==> src/rtl/alu_result_queue.sv <==
// ---------------------------------------------------------------------------
// alu_result_queue
//
// Registered output stage behind the 4-bit signed ALU. Each ALU result
// (opcode, 6-bit signed result, overflow, zero) is captured into a small
// first-word-fall-through FIFO with valid/ready handshakes on both sides.
// The block also keeps saturating counts of accepted overflow and zero
// results.
//
// Ports
//   clk, rst          clock, synchronous active-high reset
//   in_valid/in_ready upstream handshake; in_ready = (count != DEPTH)
//   in_opcode/result/overflow/zero   entry fields from the ALU
//   out_valid/out_ready downstream handshake; out_valid = (count != 0)
//   out_opcode/result/overflow/zero  head entry, read combinationally
//   count             number of occupied entries
//   clr_stats         synchronous clear of the statistics counters
//   ovf_cnt/zero_cnt  saturating counts of accepted overflow / zero entries
// ---------------------------------------------------------------------------
module alu_result_queue #(
    parameter int DEPTH = 4,
    parameter int CNT_W = 8
) (
    input  logic                       clk,
    input  logic                       rst,
    input  logic                       in_valid,
    output logic                       in_ready,
    input  logic [2:0]                 in_opcode,
    input  logic [5:0]                 in_result,
    input  logic                       in_overflow,
    input  logic                       in_zero,
    output logic                       out_valid,
    input  logic                       out_ready,
    output logic [2:0]                 out_opcode,
    output logic [5:0]                 out_result,
    output logic                       out_overflow,
    output logic                       out_zero,
    output logic [$clog2(DEPTH):0]     count,
    input  logic                       clr_stats,
    output logic [CNT_W-1:0]           ovf_cnt,
    output logic [CNT_W-1:0]           zero_cnt
);

    localparam int PTR_W   = $clog2(DEPTH);
    localparam int ENTRY_W = 11;
    localparam logic [PTR_W-1:0] PTR_ONE   = PTR_W'(1);
    localparam logic [PTR_W:0]   COUNT_ONE = (PTR_W + 1)'(1);
    localparam logic [PTR_W:0]   COUNT_MAX = (PTR_W + 1)'(DEPTH);
    localparam logic [CNT_W-1:0] STAT_MAX  = '1;

    logic [PTR_W-1:0]   wr_ptr_q, wr_ptr_d;
    logic [PTR_W-1:0]   rd_ptr_q, rd_ptr_d;
    logic [PTR_W:0]     count_q, count_d;
    logic [CNT_W-1:0]   ovf_cnt_q, ovf_cnt_d;
    logic [CNT_W-1:0]   zero_cnt_q, zero_cnt_d;

    logic               push;
    logic               pop;
    logic               ovf_hit;
    logic               zero_hit;
    logic [ENTRY_W-1:0] wr_entry;
    logic [ENTRY_W-1:0] head_entry;

    // All entries packed side by side so the read mux can index them with
    // the read pointer while each entry lives in its own generate scope.
    logic [DEPTH*ENTRY_W-1:0] mem_flat;

    // Handshake status comes from count alone; in_ready never looks at
    // out_ready, so a full queue refuses a push even while it is popping.
    assign in_ready  = (count_q != COUNT_MAX);
    assign out_valid = (count_q != '0);
    assign push      = in_valid && in_ready;
    assign pop       = out_valid && out_ready;
    assign ovf_hit   = push && in_overflow;
    assign zero_hit  = push && in_zero;
    assign wr_entry  = {in_opcode, in_result, in_overflow, in_zero};

    // ------------------------------------------------------------------
    // Storage: one register per entry, cleared by reset so the head reads
    // all zeros straight out of reset.
    // ------------------------------------------------------------------
    genvar gi;
    generate
        for (gi = 0; gi < DEPTH; gi++) begin : g_entry
            logic [ENTRY_W-1:0] entry_q, entry_d;

            always_comb begin
                entry_d = entry_q;
                if (push && (wr_ptr_q == PTR_W'(gi))) begin
                    entry_d = wr_entry;
                end
            end

            always_ff @(posedge clk) begin
                if (rst) begin
                    entry_q <= '0;
                end else begin
                    entry_q <= entry_d;
                end
            end

            assign mem_flat[gi*ENTRY_W +: ENTRY_W] = entry_q;
        end
    endgenerate

    // First-word-fall-through: the head is always presented, valid or not.
    assign head_entry   = mem_flat[rd_ptr_q*ENTRY_W +: ENTRY_W];
    assign out_opcode   = head_entry[10:8];
    assign out_result   = head_entry[7:2];
    assign out_overflow = head_entry[1];
    assign out_zero     = head_entry[0];

    // ------------------------------------------------------------------
    // Pointers and occupancy. DEPTH is a power of two, so natural binary
    // wrap of the pointers gives the modulo-DEPTH increment.
    // ------------------------------------------------------------------
    always_comb begin
        wr_ptr_d = wr_ptr_q;
        rd_ptr_d = rd_ptr_q;
        count_d  = count_q;

        if (push) begin
            wr_ptr_d = wr_ptr_q + PTR_ONE;
        end
        if (pop) begin
            rd_ptr_d = rd_ptr_q + PTR_ONE;
        end

        case ({push, pop})
            2'b10:   count_d = count_q + COUNT_ONE;
            2'b01:   count_d = count_q - COUNT_ONE;
            default: count_d = count_q;
        endcase
    end

    // ------------------------------------------------------------------
    // Statistics. A clear wins over the increment but still counts the
    // push that arrives in the clear cycle.
    // ------------------------------------------------------------------
    always_comb begin
        ovf_cnt_d  = ovf_cnt_q;
        zero_cnt_d = zero_cnt_q;

        if (clr_stats) begin
            ovf_cnt_d = CNT_W'(ovf_hit);
        end else if (ovf_hit && (ovf_cnt_q != STAT_MAX)) begin
            ovf_cnt_d = ovf_cnt_q + CNT_W'(1);
        end

        if (clr_stats) begin
            zero_cnt_d = CNT_W'(zero_hit);
        end else if (zero_hit && (zero_cnt_q != STAT_MAX)) begin
            zero_cnt_d = zero_cnt_q + CNT_W'(1);
        end
    end

    always_ff @(posedge clk) begin
        if (rst) begin
            wr_ptr_q   <= '0;
            rd_ptr_q   <= '0;
            count_q    <= '0;
            ovf_cnt_q  <= '0;
            zero_cnt_q <= '0;
        end else begin
            wr_ptr_q   <= wr_ptr_d;
            rd_ptr_q   <= rd_ptr_d;
            count_q    <= count_d;
            ovf_cnt_q  <= ovf_cnt_d;
            zero_cnt_q <= zero_cnt_d;
        end
    end

    assign count    = count_q;
    assign ovf_cnt  = ovf_cnt_q;
    assign zero_cnt = zero_cnt_q;

endmodule
==> config.mk <==
export PLATFORM = sky130hd
export DESIGN_NAME = alu_result_queue
export DESIGN_NICKNAME = d
export VERILOG_FILES = /design/src/rtl/alu_result_queue.sv
export SDC_FILE = /design/constraint.sdc
export NUM_CORES = 1
export LEC_CHECK = 0
export ABC_CLOCK_PERIOD_IN_PS = 2200
export BUFFER_PORTS_ARGS = -buffer_cell sky130_fd_sc_hd__buf_4
export CAP_MARGIN = 25
export CELL_PAD_IN_SITES_DETAIL_PLACEMENT = 0
export CELL_PAD_IN_SITES_GLOBAL_PLACEMENT = 1
export CORE_ASPECT_RATIO = 0.6
export CORE_MARGIN = 1
export CORE_UTILIZATION = 41
export CTS_BUF_LIST = sky130_fd_sc_hd__clkbuf_2
export CTS_CLUSTER_DIAMETER = 150
export CTS_CLUSTER_SIZE = 10
export DETAILED_ROUTE_END_ITERATION = 10
export HOLD_SLACK_MARGIN = 0.03
export PLACE_DENSITY = 0.77
export SYNTH_ARGS = -nofsm -noshare
export SYNTH_HDL_FRONTEND = slang
export SYNTH_SLANG_ARGS = --single-unit
==> constraint.sdc <==
create_clock -name clk -period 2.2 [get_ports clk]
set_input_delay 0.11 -clock clk [delete_from_list [all_inputs] [get_ports clk]]
set_output_delay 0.11 -clock clk [all_outputs]
set_load 0.03 [all_outputs]
==> results.json, run 1 <==
{
  "status": "finished, violations left",
  "violations": "design-rule violations",
  "whs_ps": 380,
  "dpl.hpwl_microns": 4430,
  "rows": 24,
  "synth_nets": 325,
  "synthesis.area_sq_um": 3070,
  "die_h_microns": 69.0,
  "startpoint_type": "flop",
  "antenna_found_initial": 0,
  "r2r.worst_path.cells": 8,
  "layout_common_cells": "dfxtp_1 (64), buf_4 (60), nor2_1 (53)",
  "routabilityCongestion": 0.806,
  "clkTransAtPathRegs_ps": 190,
  "ant_nets": 0,
  "min_period_ps": 2120,
  "p_total_uw": 3310,
  "gr-max-usage-layer": "met1",
  "drt_iter0_drc": 104,
  "grt_usage_pct": 18.4,
  "cts_tree": "built",
  "ys_ff_latch": 67,
  "final.setup.tns_ps": 0,
  "rsz0062_at_grt": "false",
  "grt_max_degree": 60,
  "overflow": 0,
  "grt_pass1_wl_microns": 11100,
  "worst_slew_pin_slew_ps": 591,
  "synth_top_area_share_pct": 43.7,
  "ir_drop_v": 0.000477,
  "use_met3_pct": 9.06,
  "syn_inst": 301,
  "io_buffers": 47,
  "final_max_slew_viol_count": 0,
  "die_area_sq_um": 7840,
  "endpoint_kind": "flop",
  "postSynthAreaPerCell_sq_um": 10.2,
  "post-place-cells": 444,
  "drt_pre_antenna_iters": 8,
  "num_vias": 2416,
  "fmax_mhz": 473,
  "clk_latency_ps": 520,
  "wire_per_inst_microns": 13.8,
  "synth_flop_cell": "dfxtp_1",
  "required_ps": 2650,
  "maxCapViolations": 0,
  "min_path_cells": 4,
  "die_width_microns": 114,
  "final-hold-violation-count": 0,
  "fin_cells": 479,
  "coreArea_sq_um": 7240,
  "start_util_pct": 42.4,
  "clock_sinks": 67,
  "holdCritPathClass": "primary input to flop",
  "setup_viol": 0,
  "antenna_cells": 0,
  "fin_nets": 394,
  "synth_edf_count": 0,
  "yosysSeqAreaShare_pct": 43.7,
  "maxSlewHeadroom_pct": 60.6,
  "via_per_inst": 5.04,
  "cts_inserted_buffers": 9,
  "synth-async-reset-ratio_pct": 0,
  "htreeDepth": 3,
  "synthTopCellsByArea": "dfxtp_1 (44%), mux2i_1 (15%), mux4_2 (8.1%)",
  "critPathMaxFanout": 4,
  "drive_gt1_share_pct": 27.7,
  "grt_pass1_vias": 2175,
  "arrival_ps": 2560,
  "drc": 1,
  "ys_types": 38,
  "root_buffer": "clkbuf_2",
  "post-route-period-util_pct": 96.2,
  "grt_use_met1_pct": 26.0,
  "fin_skew_ps": 21.3,
  "grt_util_met2_pct": 24.6,
  "io_pins": 48,
  "cts_max_path_buffers": 2,
  "yosys_warnings": 0,
  "synth_top_cell_by_area": "dfxtp_1",
  "power.leakage_uw": 0.00172,
  "critical_path_class": "flop to flop",
  "power_density_nw_per_um2": 856,
  "synthToLayoutAreaGrowth_pct": 26.0,
  "mostFrequentLayoutCell": "dfxtp_1",
  "routed_wl_microns": 6610
}
==> area by class of cell <==
cell class,instances,area (sq um)
clock buffers,10,50.0
clock inverters,6,66.3
fillers,663,3370
inverters,9,33.8
multi-input cells,208,1630
flip-flops and latches,67,1350
well taps,104,130
repair buffers,75,601
==> metal layers <==
layer / up-vias / routed length, microns / share of wire (%)
li1: 1220 / - / -
met1: 1152 / 3430 / 52
met2: 42 / 2810 / 43
met3: 2 / 342 / 5.2
met4: 0 / 27 / 0.41
met5: - / 0 / 0
==> worst max-delay path: stages, from the launching register on <==
cell and delay (ps):
dfxtp_4 390, or3b_4 410, nand2_4 100, ha_4 150, inv_2 40, fa_2 340, xor2_1 180, or3_4 330
a21oi_2 120
==> path summary, 6_finish.rpt <==
check,from,end,slack (ps)
min reg2reg,zero_cnt[6],zero_cnt[6],510
max,count[0],count[2],80
max reg2reg,count[0],count[2],80
min,in_result[1],g_entry[0].entry_q[3],380
==> cell families after synthesis <==
family / count (synthesis) / share of synthesized area (%)
and+or+nand+nor: 104 / 16.3
DFF: 67 / 43.7
muxes: 58 / 23.6
AOI/OAI and AO/OA: 32 / 7.22
xor gates and xnor gates: 6 / 1.71
buffers and inverters: 26 / 4.00
adders and majority gates: 8 / 3.51
==> timing repair <==
action                                 4_1_cts  5_1_grt
endpoints found under the hold margin       58        0
setup endpoints to repair                    0        1
gates resized for setup                      0        1
hold buffers                                15        0
buffers inserted                             0        4
==> state kept, by name (all words and copies together) (netlist names) <==
register,count
g_entry.entry_q,44
zero_cnt,8
count,3
rd_ptr_q,2
ovf_cnt,8
wr_ptr_q,2
==> synthesized netlist by cell type, types with 5 or more instances <==
| master | instances |
|---|---|
| a21oi_1 | 14 |
| nand2_1 | 11 |
| mux2i_1 | 46 |
| dfxtp_1 | 67 |
| ha_1 | 7 |
| o41ai_1 | 5 |
| o31ai_1 | 5 |
| inv_1 | 9 |
| nand3_1 | 15 |
| nor2_1 | 53 |
| mux4_2 | 11 |
| or4_1 | 7 |
| clkbuf_1 | 7 |
==> report_power, final <==
part	switching [uW]	internal [uW]
Combinational	630	548
Clock	463	265
Sequential	72.3	1330
Total	1160	2140
==> metrics by stage <==
step / utilization, % / area, sq um / setup slack, ps
2_1_floorplan: - / 3110 / -15.1
3_3_place_gp: 49.3 / 3560 / 154
3_5_place_dp: 49.3 / 3560 / 101
4_1_cts: 52.9 / 3830 / 57.5
5_1_grt: 53.4 / 3860 / 20.3
6_report: 53.4 / 3860 / 84.4
(Power assumes the default switching activity.)
==> run 2, diff against run 1 <==
Settings changed: RECOVER_POWER set to 25.
==> run 2 against run 1 <==
The run still ends with design-rule violations left. Global-route usage is the same. Worst setup slack hardly changed. Maximum frequency about the same. Final cell count unchanged. Largest cell class unchanged. Largest power group unchanged.
==> results.json, run 2 (synthesis results as in run 1) <==
{
  "antenna_found_initial": 0,
  "rsz0062_at_grt": "false",
  "min_to": "g_entry[3].entry_q[5]",
  "drive_gt1_share_pct": 22.9,
  "gr-max-usage-layer": "met1",
  "final_max_slew_viol_count": 0,
  "seqCellArea_sq_um": 1350,
  "startpoint_type": "flop",
  "cts_max_path_buffers": 2,
  "rows": 24,
  "grt_pass1_wl_microns": 11100,
  "die_width_microns": 114,
  "p_total_uw": 3290,
  "min_period_ps": 2120,
  "num_vias": 2413,
  "synthToLayoutAreaGrowth_pct": 23.8,
  "post-place-cells": 444,
  "critical_path_class": "flop to flop",
  "via_per_inst": 5.04,
  "pre_cts_ws_ps": 101,
  "grt_max_degree": 60,
  "start_util_pct": 42.4,
  "fmax_mhz": 473,
  "final-hold-violation-count": 0,
  "use_met3_pct": 9.06,
  "violations": "design-rule violations",
  "cts_tree": "built",
  "layout_common_cells": "dfxtp_1 (64), nor2_1 (53), mux2i_1 (46)",
  "setup_viol": 0,
  "ant_nets": 0,
  "clk_latency_ps": 520,
  "drt_iter0_drc": 104,
  "post-route-period-util_pct": 96.2,
  "overflow": 0,
  "io_buffers": 47,
  "dpl.hpwl_microns": 4430,
  "grt_util_met2_pct": 24.6,
  "coreArea_sq_um": 7240,
  "fin_nets": 394,
  "top_register": "g_entry.entry_q",
  "regToRegEndpoint": "count[2]",
  "htreeDepth": 3,
  "clkTransAtPathRegs_ps": 190,
  "critPathMaxFanout": 4,
  "root_buffer": "clkbuf_2",
  "status": "finished, violations left",
  "antenna_cells": 0,
  "power_density_nw_per_um2": 866,
  "routabilityCongestion": 0.806,
  "final.setup.tns_ps": 0,
  "io_pins": 48,
  "fin_util_pct": 52.5,
  "arrival_ps": 2560,
  "holdCritPathClass": "primary input to flop",
  "power.leakage_uw": 0.00165,
  "drc": 1,
  "fin_cells": 479,
  "clock_sinks": 67,
  "reg2reg_from": "count[0]",
  "maxSlewHeadroom_pct": 60.4,
  "hold_start": "in_result[3]",
  "routed_wl_microns": 6620,
  "regToRegSetupSlack_ps": 80,
  "multi_input_area_sq_um": 1630,
  "min_path_cells": 4,
  "fin_skew_ps": 21.1,
  "mostFrequentLayoutCell": "dfxtp_1",
  "required_ps": 2640,
  "die_h_microns": 69.0,
  "r2r.worst_path.cells": 8,
  "maxCapViolations": 0,
  "cts_inserted_buffers": 9,
  "worst_slew_pin_slew_ps": 595,
  "largest_reg_flops": 44,
  "grt_usage_pct": 18.4,
  "grt_use_met1_pct": 26.0,
  "ir_drop_v": 0.000456,
  "fillCellCount": 679,
  "endpoint_kind": "flop",
  "layout_setup_ws_ps": 84.3,
  "die_area_sq_um": 7840,
  "grt_pass1_vias": 2175,
  "wire_per_inst_microns": 13.8,
  "drt_pre_antenna_iters": 8
}
## run 2: cell count changes in the layout (fill, tap and decap cells not counted)
cell	before	now
clkbuf_1	0	18
clkbuf_4	0	1
buf_4	60	41
## run 2: worst max path at each step
stage / depth (start not counted) / from / end / slack (ps)
after floorplan: 9 / count[2] / count[2] / -20
after global placement: 8 / count[0] / count[2] / 150
after detailed placement: 8 / count[0] / count[2] / 100
after CTS: 8 / count[0] / count[2] / 60
after global routing: 8 / count[0] / count[2] / 20
final: 8 / count[0] / count[2] / 80
## run 2: stage by stage
step / hold slack, ps / instance area [sq um]
finish: 387 / 3800
global route: 294 / 3800
CTS: 326 / 3830
detailed placement: 381 / 3560
global placement: 375 / 3560
floorplan: 254 / 3110
## run 2: what timing repair did
action / CTS / global route
setup buffers: 0 / 4
hold endpoints to repair: 58 / 0
hold buffers: 15 / 0
resized for setup: 0 / 1
setup endpoints to repair: 0 / 1
## run 2: final cells by class
cell class	count	share of cell area, %
repair buffers	75	14.0
clock inverters	6	1.75
well taps	104	3.43
flip-flops and latches	67	35.6
inverters	9	0.890
multi-input cells	208	43.0
clock buffers	10	1.32
## run 2: power by group
part	switching [uW]	internal [uW]	total (uW)	leakage (uW)
logic	628	533	1160	0.00104
registers	72.0	1330	1400	0.000545
clock network	461	265	726	0.0000641
## run 2: critical path, cell delays in order (launching register included)
cell and delay [ps]:
dfxtp_4 390, or3b_4 410, nand2_4 100, ha_4 150, inv_2 40, fa_2 340, xor2_1 180, or3_4 330
a21oi_2 120
## run 2: per-layer routing
metal / share of wire, % / vias to the layer above
li1: - / 1224
met1: 52 / 1143
met2: 42 / 44
met3: 5.2 / 2
met4: 0.17 / 0
met5: 0 / -
==> run 3, diff against run 2 <==
Settings changed: CORE_MARGIN 1 to 2.
==> run 3 against run 2 <==
The flow now finishes without violations. Register-to-register slack hardly changed. Via count shrank 0.99%. Sequential share of layout area decreased by 0.14 points.
==> results.json, run 3 (synthesis results as in run 1) <==
{
  "fin_skew_ps": 18.5,
  "power.leakage_uw": 0.00166,
  "endpoint": "count[2]",
  "cts_inserted_buffers": 9,
  "whs_ps": 391,
  "crit_chain": "or3b_4 -> nand2_4 -> ha_4 -> inv_2 -> fa_2 -> xor2_1 -> or3_4 -> a21oi_1",
  "regToRegEndpoint": "count[2]",
  "start_util_pct": 42.2,
  "antenna_cells": 0,
  "ir_drop_v": 0.000386,
  "maxSlewHeadroom_pct": 60.4,
  "placed_area_sq_um": 3560,
  "grt_max_degree": 60,
  "io_buffers": 47,
  "holdCritPathClass": "primary input to flop",
  "crit_buf_inv": 1,
  "drc": 0,
  "antenna_found_initial": 0,
  "arrival_ps": 2550,
  "synthToLayoutAreaGrowth_pct": 24.1,
  "rows": 24,
  "fmax_mhz": 476,
  "swShare_pct": 33.1,
  "crit_slowest_cell": "or3b_4",
  "mostFrequentLayoutCell": "dfxtp_1",
  "final-hold-violation-count": 0,
  "regToRegSetupSlack_ps": 100,
  "drt_iter0_drc": 89,
  "reg2reg_from": "count[0]",
  "rsz0062_at_grt": "false",
  "comb_power_share_pct": 31.9,
  "fin_util_pct": 52.4,
  "cpPeakStageDelay_ps": 410,
  "root_buffer": "clkbuf_2",
  "overflow": 0,
  "worst_slew_pin_slew_ps": 594,
  "power_frac_clock_pct": 27.7,
  "die_area_sq_um": 8210,
  "min_period_ps": 2100,
  "final_max_slew_viol_count": 0,
  "design_area_sq_um": 3810,
  "grt_pass1_wl_microns": 11000,
  "critical_path_class": "flop to flop",
  "endpoint_kind": "flop",
  "die_width_microns": 116,
  "die_h_microns": 71.0,
  "worstSetupStartpoint": "count[0]",
  "clock_sinks": 67,
  "fillCellCount": 705,
  "cts_max_path_buffers": 2,
  "maxCapViolations": 0,
  "drive_gt1_share_pct": 21.6,
  "crit_cells": 8,
  "internal_power_uw": 2330,
  "coreArea_sq_um": 7270,
  "dpl.hpwl_microns": 4660,
  "wire_per_inst_microns": 14.2,
  "min_path_cells": 4,
  "ant_nets": 0,
  "routed_wl_microns": 6750,
  "grt_usage_pct": 17.3,
  "postCtsSetupBuffers": 0,
  "switchingPower_uw": 1150,
  "required_ps": 2640,
  "clkTransAtPathRegs_ps": 200,
  "power_density_nw_per_um2": 914,
  "clk_latency_ps": 510,
  "via_per_inst": 5.03,
  "cts_tree": "built",
  "drt_pre_antenna_iters": 4,
  "p_total_uw": 3480,
  "post-route-period-util_pct": 95.5,
  "grt_pass1_vias": 2254,
  "r2r.worst_path.cells": 8,
  "largest_reg_flops": 44,
  "cts_resized": 0,
  "status": "complete, no violations",
  "setup_viol": 0,
  "crit_family": "simple AND/OR/NAND/NOR gates",
  "startpoint_type": "flop",
  "hold_start": "in_result[3]",
  "num_vias": 2389,
  "routabilityCongestion": 0.729,
  "critPathMaxFanout": 6,
  "top_register": "g_entry.entry_q",
  "layout_common_cells": "dfxtp_1 (65), nor2_1 (53), mux2i_1 (46)",
  "cts_hold_buffers": 15,
  "seqPwrFrac_pct": 40.4,
  "fin_nets": 390,
  "htreeDepth": 3,
  "io_pins": 48
}
-- run 3: stage by stage --
stage / instances / setup WS [ps] / TNS [ps]
6_report: 475 / 98.2 / 0
3_5_place_dp: 444 / 122 / 0
3_3_place_gp: 444 / 155 / 0
4_1_cts: 475 / 83.0 / 0
5_1_grt: 475 / 24.4 / 0
2_1_floorplan: 301 / -15.1 / -15.1
-- run 3: metal layers --
metal  routed length (microns)  up-vias  track usage, %
met2                      3000       23            25.7
li1                          -     1207               -
met4                        75        0            6.75
met1                      3480     1151            24.2
met3                       202        8            4.63
met5                         0        -               0
-- run 3: worst min path at each step --
stage | endpoint | slack [ps]
after floorplan | g_entry[0].entry_q[0] | 250
after global placement | g_entry[2].entry_q[6] | 380
after detailed placement | g_entry[0].entry_q[6] | 380
after CTS | g_entry[0].entry_q[5] | 350
after global routing | g_entry[0].entry_q[10] | 350
final | g_entry[3].entry_q[5] | 390
-- run 3: power by group through the flow --
stage,registers [uW],clock network [uW],logic [uW]
after floorplan,1480,0,746
after global placement,1430,0,1100
after detailed placement,1430,0,1110
after CTS,1410,990,1140
after global routing,1420,1040,1190
final,1410,964,1110
-- run 3: tightest hold or removal path, stage by stage --
cell	delay (ps)
dlygate4sd3_1	520
buf_4	120
mux2i_1	60
nor2_1	70
-- run 3: cell type report --
cell class,count,area [sq um],area share (%)
Inverter,9,33.8,0.887
Clock inverter,6,113,2.96
Multi-Input combinational cell,208,1630,42.8
Tap cell,104,130,3.42
Clock buffer,10,50.0,1.31
Sequential cell,67,1350,35.4
Timing Repair Buffer,71,503,13.2
